$ cat src/rtl/branch_predictor.sv
// Tournament branch predictor: bimodal + gshare tables, a chooser table, and a 4-bit GHR.
// Latency: predictions are combinational from current state; table/GHR updates land one edge later.
// Backpressure: none; an update is accepted on every cycle that upd_valid is high.
module branch_predictor (
  input  logic        clk,
  input  logic        rst_n,
  input  logic [31:0] inst,
  input  logic [31:0] pc,
  output logic        predict1,
  output logic        predict2,
  output logic        prediction,
  output logic [3:0]  ghr_snap,
  input  logic        upd_valid,
  input  logic [31:0] upd_pc,
  input  logic [3:0]  upd_ghr,
  input  logic        upd_actual,
  input  logic        miss1,
  input  logic        miss2
);

  localparam logic [6:0] OPC_BRANCH = 7'b1100011;

  logic [1:0] bim_q [16];
  logic [1:0] bim_d [16];
  logic [1:0] gsh_q [16];
  logic [1:0] gsh_d [16];
  logic [1:0] cho_q [16];
  logic [1:0] cho_d [16];
  logic [3:0] ghr_q;
  logic [3:0] ghr_d;

  logic [3:0] idx;
  logic [3:0] gidx;
  logic [3:0] upd_idx;
  logic [3:0] upd_gidx;
  logic       is_branch;
  logic       p1;
  logic       p2;

  // Only the word-index bits of each PC and the opcode field of inst matter here.
  logic unused_bits;
  assign unused_bits = ^{inst[31:7], pc[31:6], pc[1:0], upd_pc[31:6], upd_pc[1:0]};

  // 2-bit counter step that holds at the rails instead of wrapping.
  function automatic logic [1:0] sat_step(input logic [1:0] cnt, input logic up);
    if (up) begin
      return (cnt == 2'd3) ? cnt : cnt + 2'd1;
    end
    return (cnt == 2'd0) ? cnt : cnt - 2'd1;
  endfunction

  assign idx       = pc[5:2];
  assign gidx      = pc[5:2] ^ ghr_q;
  assign upd_idx   = upd_pc[5:2];
  assign upd_gidx  = upd_pc[5:2] ^ upd_ghr;
  assign is_branch = (inst[6:0] == OPC_BRANCH);

  // Fetch-side lookup from pre-update state; non-branches never predict taken.
  always_comb begin
    p1         = bim_q[idx][1];
    p2         = gsh_q[gidx][1];
    predict1   = is_branch & p1;
    predict2   = is_branch & p2;
    prediction = is_branch & (cho_q[idx][1] ? p2 : p1);
    ghr_snap   = ghr_q;
  end

  // Resolve-side training; GHR is rebuilt from the snapshot that travelled with the branch.
  always_comb begin
    bim_d = bim_q;
    gsh_d = gsh_q;
    cho_d = cho_q;
    ghr_d = ghr_q;
    if (upd_valid) begin
      bim_d[upd_idx]  = sat_step(bim_q[upd_idx], upd_actual);
      gsh_d[upd_gidx] = sat_step(gsh_q[upd_gidx], upd_actual);
      // Chooser only moves when exactly one predictor was wrong; miss1 pushes toward gshare.
      if (miss1 != miss2) begin
        cho_d[upd_idx] = sat_step(cho_q[upd_idx], miss1);
      end
      ghr_d = {upd_ghr[2:0], upd_actual};
    end
  end

  // State registers; reset leaves every counter weakly not-taken / weakly bimodal.
  always_ff @(posedge clk or negedge rst_n) begin
    if (!rst_n) begin
      for (int i = 0; i < 16; i++) begin
        bim_q[i] <= 2'b01;
        gsh_q[i] <= 2'b01;
        cho_q[i] <= 2'b01;
      end
      ghr_q <= 4'b0000;
    end else begin
      bim_q <= bim_d;
      gsh_q <= gsh_d;
      cho_q <= cho_d;
      ghr_q <= ghr_d;
    end
  end

endmodule
$ cat config.mk
export PLATFORM = sky130hd
export DESIGN_NAME = branch_predictor
export DESIGN_NICKNAME = d
export VERILOG_FILES = /design/src/rtl/branch_predictor.sv
export SDC_FILE = /design/constraint.sdc
export NUM_CORES = 1
export LEC_CHECK = 0
export ABC_AREA = 1
export ABC_CLOCK_PERIOD_IN_PS = 3500
export CORE_ASPECT_RATIO = 1.1
export CORE_MARGIN = 3
export CORE_UTILIZATION = 57
export DETAILED_ROUTE_END_ITERATION = 8
export HOLD_SLACK_MARGIN = 0.06
export PLACE_DENSITY = 0.89
export SLEW_MARGIN = 15
export SYNTH_ARGS = -nofsm -noshare
export SYNTH_HDL_FRONTEND = slang
export SYNTH_SLANG_ARGS = --single-unit
$ cat constraint.sdc
create_clock -name clk -period 3.5 [get_ports clk]
set_input_delay 0.7 -clock clk [delete_from_list [all_inputs] [get_ports clk]]
set_output_delay 0.7 -clock clk [all_outputs]
set_load 0.005 [all_outputs]
Word level (Yosys, flattened, before mapping)
Cells that the tools add are included.
{ "word_totals": {"register_bits": 100, "inputBits": 106, "out_inout_bits": 7, "elab_cells": 128} }
{ "classes": {"add_sub_neg": 6, "order_cmp": 6, "n_eq_ne": 5, "muxes": 47, "n_bitwise": 9, "n_reduce_logical": 6} }
{ "ops": {"columns": ["operator", "n"], "rows": [
  ["$bwmux 32", 3],
  ["$mux 2", 30],
  ["$bmux 2 s4", 6],
  ["$ge 5x5->1 const B", 4],
  ["$not 4->5", 4],
  ["$demux 2 s4", 2],
  ["$lt 5x1->1 const B", 2],
  ["$xor 4x4->4", 2],
  ["$eq 7x7->1 const B", 1],
  ["$add 2x1->2 const B", 3],
  ["$eq 2x2->1 const B", 3],
  ["$logic_not 2->1", 3],
  ["$mux 1", 6],
  ["$sub 2x1->2 const B", 3],
  ["$and 1x1->1", 3],
  ["$logic_and 1x1->1", 2],
  ["$reduce_and 2->1", 1],
  ["$ne 1x1->1", 1]
]} }

Longest topological paths before layout
Gate-level depths: netlist (run 1).
{ "depth": {"ltp_word": 11, "mapped_depth": 15, "ltp_nobuf": 13} }

Least setup slack after synthesis (run 1)
Ideal clock, no wire load.
{ "synth_timing": {"kind": "input to output", "from": "in pc[2]", "to": "out prediction", "arrival_time_ns": 1.810, "required_ns": 2.800, "setup_slack_ns": 0.990, "path_stages": 13, "path_buffers": 1, "path_cell_list": "clkbuf_1 > inv_1 > nand2_1 > nand2_1 > inv_1 > nand2_1 > nand3_1 > nand3_1 > nand3_1 > nand2_1 > nand2_1 > nand3b_1 > inv_1"} }
{ "synth_via": {"elab_chain_cells": 7, "word_cells_on_any_way": 14, "cone_classes": "mux: 10; bitwise: 4"} }
{ "synth_lines": {"columns": ["element", "line_no", "text"], "rows": [
  ["start: declaration", "8", "input logic [31:0] pc,"],
  ["$xor 4x4->4", "53", "assign gidx = pc[5:2] ^ ghr_q;"],
  ["$not 4->5 (implied by the code)", "61", "p2 = gsh_q[gidx][1];"],
  ["$bmux 2 s4", "61", null],
  ["$mux 2 (implied by the code) (2 in series)", "61", null],
  ["$mux 1 *", "64", "prediction = is_branch & (cho_q[idx][1] ? p2 : p1);"],
  ["$and 1x1->1 *", "64", null],
  ["end: declaration", "11", "output logic prediction,"]
]} }
Every way passes the cells marked *; elsewhere a longest branch is shown, timed or not. The select of a mux whose other input is x is not followed.

Final worst setup path (run 1)
{ "layout_timing": {"from": "in pc[4]", "to": "out prediction"} }
The elaborated chain is that of the path after synthesis.

==> impl_metrics.tcl, run 1 <==
set metrics [dict create \
    outcome "complete, no violations" \
    ys_top_cells_by_area "dfrtp_1, nand2_1, dfstp_2" \
    yosys_warnings 0 \
    postCtsHoldBufs 0 \
    final_cell_mix "nand2_1, nand3_1, inv_1" \
    period_needed_ps 3350 \
    hold_class "in -> async" \
    crit_type "in -> out" \
    drt-initial-drc-count 548 \
    vias_per_cell 5.60 \
    postRouteAntennaNets 0 \
    place.detailed.hpwl_um 11000 \
    tritoncts "built" \
    fin_skew_ps 10.0 \
    antenna_cells 0 \
    ir_drop_mv 0.361 \
    critPathArrivalTime_ps 2650 \
    required_ps 2800 \
    yosysSeqAreaShare_pct 43.1 \
    power_frac_comb_pct 26.6 \
    cts_made_buffers 9 \
    io_buffer_count 31 \
    core_area_um2 10000 \
    cts_buffer_depth 2 \
    worst_slew_pin_slew_ps 802 \
    die_h_um 113 \
    die_area_um2 11700 \
    yosysUniqueCellTypes 32 \
    cts.sinks 100 \
    post_cts_buffers 0 \
    cts_root_buf "clkbuf_8" \
    setup_viol 0 \
    h-tree-depth 3 \
    synth_seq_cells 100 \
    p_seq_share_pct 50.6 \
    insertion_delay_ps 400 \
    swShare_pct 35.2 \
    p_int_uw 2260 \
    p_switching_uw 1230 \
    end_kind "output port" \
    drive_gt1_share_pct 13.7 \
    drv_cap 0 \
    grt_max_degree 65 \
    final.period_utilization_pct 95.7 \
    finalHoldViolations 0 \
    r2r_start "bim_q[31]" \
    clk_pin_slew_worst_paths_ps 90 \
    reg2reg_depth 8 \
    vias 5740 \
    drc_errors 0 \
    io_pins 113 \
    fin_setup_tns_ps 0 \
    first_global_vias 5280 \
    final_nets 986 \
    rsz0062_at_grt "no" \
    wl_met2_um 6840 \
    regArea_um2 2560 \
    dp_slack_ps 46.6 \
    wl_met1_um 6710 \
    max_freq_ghz 0.299 \
    drt-total-wl_um 15500 \
    syn_inst 848 \
    layout_setup_ws_ps 152 \
    dieWidth_um 103 \
    slew_headroom_pct 46.5 \
    top_layer "met4" \
    grt_first_pass_wirelength_um 25400 \
    crit_path_start_kind "primary input" \
    overflow 0 \
    r2r_slack_ps 1720 \
    globalRouteTotalUtil_pct 27.9 \
    pwr-share-clk_pct 22.8 \
    final_common_cell "nand2_1" \
    reg2reg_to "bim_q[23]" \
    crit_fanout 5 \
    synth_area_um2 5940 \
    routed-wl-met3_um 1550 \
    slew_viol_final 0 \
    initial_core_util_pct 59.3 \
    routedWlPerCell_um 15.2 \
    power_density_nw_per_um2 528 \
    multi_input_area_um2 2890 \
    gp_congestion 0.905 \
    postCtsResizedCells 0 \
    p_leak_uw 0.00321 \
    core.rowCount 38 \
    area_delta_synth_final_pct 11.4 \
    drt-pass1-iter-count 6 \
    nFillCells 817 \
    syn_area_per_cell_um2 7.01 \
    synth_area_leader_cell "dfrtp_1" \
    syn_nets 954 \
    antenna_found_initial 0 \
    synth_top_area_share_pct 21.9 \
    layoutNonFillerInstCount 1025 \
    dp_cells 1009 \
]
per-stage QoR:
stage	hold WS [ps]	utilization [%]	power (uW)	instance area, um2
3_3_place_gp	453	63.8	2660	6400
2_1_floorplan	404	-	2400	5940
6_report	380	66.0	3490	6620
4_1_cts	408	65.9	3480	6610
3_5_place_dp	457	63.8	2690	6400
5_1_grt	420	66.0	3690	6620
cells in the mapped netlist (all sizes together):
cell type / n
nand2: 372
nand3: 107
inv: 95
nor2: 66
dfrtp: 52
dfstp: 48
o21ai: 37
a22oi: 16
buf: 15
a21oi: 9
clkbuf: 9
o211ai: 8
xnor2: 6
xor2: 3
nand3b: 2
nand4: 2
nor3: 1
kinds of logic (layout without fill, tap and decap cells):
kind of cell | Yosys count | after routing | share of synthesized area (%)
xor+xnor | 9 | 9 | 1.77
flops | 100 | 100 | 43.1
simple gates | 550 | 550 | 39.6
buf+inv | 119 | 156 | 8.46
compound gates | 70 | 70 | 7.09
final cells by class:
| type | instances | area share (%) |
|---|---|---|
| Multi-Input combinational cell | 629 | 43.6 |
| Sequential cell | 100 | 38.7 |
| Clock buffer | 11 | 2.29 |
| Clock inverter | 5 | 0.888 |
| Timing Repair Buffer | 45 | 6.50 |
| Tap cell | 140 | 2.64 |
| Inverter | 95 | 5.42 |
power by group through the flow:
stage | Sequential, uW | Clock, uW | Combinational (uW)
detailed placement | 1770 | 0 | 920
CTS | 1760 | 802 | 919
floorplan | 1700 | 0 | 696
global placement | 1770 | 0 | 893
global route | 1800 | 844 | 1050
finish | 1770 | 798 | 929
worst max-delay path: stages:
cell and delay [ps]:
clkdlybuf4s50_1 680, inv_1 200, nand3_1 120, nand3_1 130, nand4_1 140, nand3b_1 110, inv_1 70, clkdlybuf4s50_1 490
registers in the layout, indices dropped and copies added (netlist names):
| signal | flops |
|---|---|
| bim_q | 32 |
| cho_q | 32 |
| gsh_q | 32 |
| ghr_snap | 4 |
worst max path at each step:
stage	slack, ps	from	end
floorplan	990	pc[2]	prediction
global route	30	pc[4]	prediction
CTS	20	pc[2]	prediction
global placement	50	pc[2]	prediction
detailed placement	50	pc[2]	prediction
finish	150	pc[4]	prediction
routing by layer:
metal	global-route usage, %	up-vias
li1	-	2723
met1	39.6	2654
met2	41.2	315
met3	6.66	48
met4	10.9	0
met5	0	-
Power figures use the tool's default switching activity.
==> inputs of run 2 (changes only) <==
Settings changed: ABC_AREA 1 to not set, CORE_ASPECT_RATIO 1.1 to 1.2, CORE_UTILIZATION 57 to 55.
==> impl_metrics.tcl, run 2 <==
set metrics [dict create \
    yosys_warnings 0 \
    dieWidth_um 95.2 \
    globalRouteTotalUtil_pct 27.2 \
    busiest_layer "met2" \
    multi_input_area_um2 2580 \
    setup_viol 0 \
    postRouteAntennaNets 0 \
    synth_area_leader_cell "dfrtp_1" \
    crit_path_start_kind "primary input" \
    final_nets 596 \
    final.period_utilization_pct 99.1 \
    max_freq_ghz 0.288 \
    cts.sinks 100 \
    ys_top_cells_by_area "dfrtp_1, dfstp_2, mux4_2" \
    ir_drop_mv 0.218 \
    synth_seq_cells 100 \
    slew_headroom_pct 43.1 \
    place.detailed.hpwl_um 8960 \
    synth_edf_count 0 \
    drt-total-wl_um 13300 \
    power_density_nw_per_um2 585 \
    yosysUniqueCellTypes 33 \
    core_area_um2 9180 \
    regArea_um2 2560 \
    area_delta_synth_final_pct 15.8 \
    p_leak_uw 0.00246 \
    die_area_um2 10800 \
    yosysSeqAreaShare_pct 48.8 \
    tritoncts "built" \
    grt_max_degree 64 \
    nFillCells 580 \
    clk_pin_slew_worst_paths_ps 90 \
    cts_buffer_depth 2 \
    syn_inst 440 \
    layout_setup_ws_ps 30.2 \
    antenna_cells 0 \
    fin_skew_ps 13.1 \
    first_global_vias 4325 \
    met2_usage_pct 44.2 \
    syn_area_per_cell_um2 11.9 \
    initial_core_util_pct 57.2 \
    drt-pass1-iter-count 5 \
    syn_nets 546 \
    gp_congestion 0.946 \
    required_ps 2800 \
    whs_ps 406 \
    cts_root_buf "clkbuf_8" \
    end_kind "output port" \
    core.rowCount 38 \
    rsz0062_at_grt "no" \
    io_buffer_count 31 \
    synthTopCellsByCount "nand2_1, o21ai_0, dfrtp_1, dfstp_2" \
    synth_ff_type "dfrtp_1" \
    postCtsHoldBufs 0 \
    drc_errors 0 \
    vias_per_cell 6.47 \
    final_common_cell "nand2_1" \
    use_met3_pct 7.31 \
    routedWlPerCell_um 21.6 \
    synth_area_um2 5250 \
    drive_gt1_share_pct 36.0 \
    worst_slew_pin_slew_ps 851 \
    period_needed_ps 3470 \
    crit_fanout 4 \
    outcome "complete, no violations" \
    insertion_delay_ps 390 \
    dp_slack_ps -558 \
    finalInstanceArea_um2 6080 \
    vias 3976 \
    dpl-instance-area_um2 5850 \
    overflow 0 \
    antenna_found_initial 0 \
    drv_cap 0 \
    biggestRegsByFlops "bim_q x32, cho_q x32, gsh_q x32" \
    async_reset_ff_share_pct 100 \
    grt_first_pass_wirelength_um 21900 \
    cts_made_buffers 9 \
    finalHoldViolations 0 \
    final_cell_mix "nand2_1, o21ai_0, dfrtp_1" \
    slew_viol_final 0 \
    h-tree-depth 3 \
    r2r_slack_ps 1020 \
    io_pins 113 \
    synth_top_area_share_pct 24.8 \
    drt-initial-drc-count 329 \
    post-route-util_pct 66.3 \
    critPathArrivalTime_ps 2770 \
    crit_type "in -> out" \
    use_met1_pct 32.5 \
    yosysMostFrequentCell "nand2_1" \
    hold_class "in -> async" \
    die_h_um 113 \
]
[run 2: metrics by stage]
step / TNS, ps / power, uW / std cells
6_report: 0 / 3560 / 615
3_3_place_gp: -2690 / 2750 / 598
4_1_cts: 0 / 3540 / 615
2_1_floorplan: 0 / 2510 / 440
3_5_place_dp: -5580 / 2840 / 598
5_1_grt: 0 / 3740 / 615
[run 2: critical path: stages]
cell	delay, ps
clkdlybuf4s50_1	470
buf_6	130
buf_12	110
buf_4	140
mux4_2	320
mux4_2	490
mux2_2	280
buf_2	130
[run 2: where the power goes]
part | internal [uW] | switching [uW] | leakage (uW)
sequential | 1610 | 216 | 0.00120
combinational | 545 | 489 | 0.00117
clock | 281 | 410 | 0.0000901
[run 2: final timing paths]
kind	startpoint	to	depth (start not counted)
max	pc[3]	prediction	8
max reg2reg	cho_q[24]	cho_q[20]	5
min reg2reg	bim_q[8]	bim_q[8]	2
max in group asynchronous	rst_n	cho_q[10]	2
min	rst_n	gsh_q[11]	1
min in group clk	bim_q[8]	bim_q[8]	2
[run 2: routing by layer]
metal  vias up  routed length (um)
met5         -                   0
met2       243                6720
met4         0                 646
met3        61                1240
li1       1704                   -
met1      1968                4700
[run 2: final cells by class]
class | instances | area share, %
inverter | 5 | 0.309
timing repair buffer | 61 | 9.80
tap | 120 | 2.47
sequential | 100 | 42.1
clock inverter | 5 | 0.576
multi-input combinational | 313 | 42.4
clock buffer | 11 | 2.33
[run 2: kinds of logic after synthesis]
kind of cell | count (synthesis) | synth area share (%)
adder cells (fa/ha/maj) | 4 | 0.834
buffers and inverters | 27 | 2.74
AO/OA/AOI/OAI | 70 | 6.93
flip-flops | 100 | 48.8
multiplexers | 80 | 26.5
AND/OR/NAND/NOR | 147 | 11.9
XOR/XNOR | 12 | 2.29
[run 2: what timing repair did]
item                       4_1_cts  5_1_grt
resized for setup               13        3
setup endpoints to repair        3        2
pin swaps                        2        1
buffers inserted                 1        0
gates cloned                     0        0
==> inputs of run 3 (changes only) <==
--- a/config.mk
+++ b/config.mk
@@ -9,3 +9,3 @@
 export CORE_ASPECT_RATIO = 1.2
-export CORE_MARGIN = 3
+export CORE_MARGIN = 5
 export CORE_UTILIZATION = 55
==> constraint.sdc (replaced) <==
create_clock -name clk -period 3.5 [get_ports clk]
set_input_delay 0.875 -clock clk [delete_from_list [all_inputs] [get_ports clk]]
set_output_delay 0.875 -clock clk [all_outputs]
set_load 0.005 [all_outputs]
==> impl_metrics.tcl, run 3 (synthesis results as in run 2) <==
set metrics [dict create \
    drc_errors 0 \
    cts_buffer_depth 2 \
    h-tree-depth 3 \
    core_area_um2 9420 \
    hold_end "bim_q[6]" \
    tritoncts "built" \
    min_from "bim_q[6]" \
    gp_congestion 0.947 \
    p_leak_uw 0.00256 \
    max_freq_ghz 0.288 \
    hold_depth 2 \
    r2r_start "cho_q[13]" \
    clk_pin_slew_worst_paths_ps 70 \
    r2r_slack_ps 1140 \
    cts_made_buffers 9 \
    cts_root_buf "clkbuf_16" \
    layoutNonFillerInstCount 625 \
    final_common_cell "nand2_1" \
    vias_per_cell 6.76 \
    die_area_um2 11600 \
    power_density_nw_per_um2 638 \
    grt_max_degree 61 \
    slew_headroom_pct 43.7 \
    crit_type "in -> out" \
    crit_path_start_kind "primary input" \
    final.period_utilization_pct 99.2 \
    critPathArrivalTime_ps 2600 \
    setup_viol 0 \
    dieWidth_um 99.2 \
    reg2reg_to "cho_q[17]" \
    io_buffer_count 31 \
    fin_skew_ps 12.2 \
    reg2reg_depth 7 \
    finalHoldViolations 0 \
    postRouteAntennaNets 0 \
    drt-total-wl_um 15300 \
    crit_fanout 7 \
    globalRouteTotalUtil_pct 27.9 \
    slew_viol_final 0 \
    initial_core_util_pct 55.8 \
    overflow 0 \
    insertion_delay_ps 350 \
    ir_drop_mv 0.332 \
    layout_setup_ws_ps 27.6 \
    drive_gt1_share_pct 38.2 \
    drt-initial-drc-count 440 \
    area_delta_synth_final_pct 19.6 \
    first_global_vias 4343 \
    core.rowCount 39 \
    final_cell_mix "nand2_1, o21ai_0, dfrtp_1" \
    worst_slew_pin_slew_ps 843 \
    io_pins 113 \
    grt_first_pass_wirelength_um 24500 \
    vias 4227 \
    antenna_cells 0 \
    end_kind "output port" \
    required_ps 2620 \
    cts.sinks 100 \
    dp_slack_ps -875 \
    place.detailed.hpwl_um 9500 \
    drv_cap 0 \
    drt-pass1-iter-count 5 \
    routedWlPerCell_um 24.5 \
    p_total_uw 4010 \
    hold_class "reg -> reg" \
    biggestRegsByFlops "bim_q x32, cho_q x32, gsh_q x32" \
    outcome "complete, no violations" \
    final_nets 603 \
    dp_cells 608 \
    antenna_found_initial 0 \
    period_needed_ps 3470 \
    die_h_um 117 \
]
==> run 3: through the flow <==
stage	utilization [%]	hold WS (ps)	instance area, um2	TNS (ps)
floorplan	-	440	5270	0
global placement	62.8	452	5910	-9580
detailed placement	62.8	460	5910	-17040
CTS	66.6	466	6270	0
global route	66.7	483	6280	-0.719
finish	66.7	466	6280	0
==> run 3: critical path, cell delays in order <==
cell and delay (ps):
buf_12 120, mux4_2 530, mux4_2 520, nor2b_4 160, mux2_4 270, buf_6 120
==> run 3: metal layers <==
metal  track usage (%)  routed length [um]
met1              33.8                5240
met4              17.3                 932
met2              46.2                7540
met3              5.87                1580
met5                 0                   0
==> run 3: power breakdown <==
part | switching, uW | internal (uW) | total, uW
Combinational | 530 | 558 | 1090
Sequential | 262 | 1620 | 1880
Clock | 442 | 595 | 1040
==> run 3: cell type report <==
cell class                 instances  area, um2
clock inverter                     5       57.6
tap                              123        154
fill                             585       3140
inverter                           5       18.8
timing repair buffer              68        629
clock buffer                      11        253
sequential                       100       2560
multi-input combinational        313       2610
==> run 3: how the worst max path moves through the flow <==
stage	from	endpoint	slack [ps]	depth (start not counted)
after floorplan	pc[2]	prediction	2	7
after global placement	pc[2]	prediction	-840	9
after detailed placement	pc[2]	prediction	-880	9
after CTS	pc[2]	prediction	6	6
after global routing	pc[2]	prediction	-0.7	8
final	pc[2]	prediction	30	6
==> run 3: repair_timing <==
action | CTS | global route
hold buffers | 0 | 0
pin swaps | 3 | 2
gates resized for setup | 29 | 4
buffers inserted | 1 | 1
endpoints found under the setup margin | 3 | 15
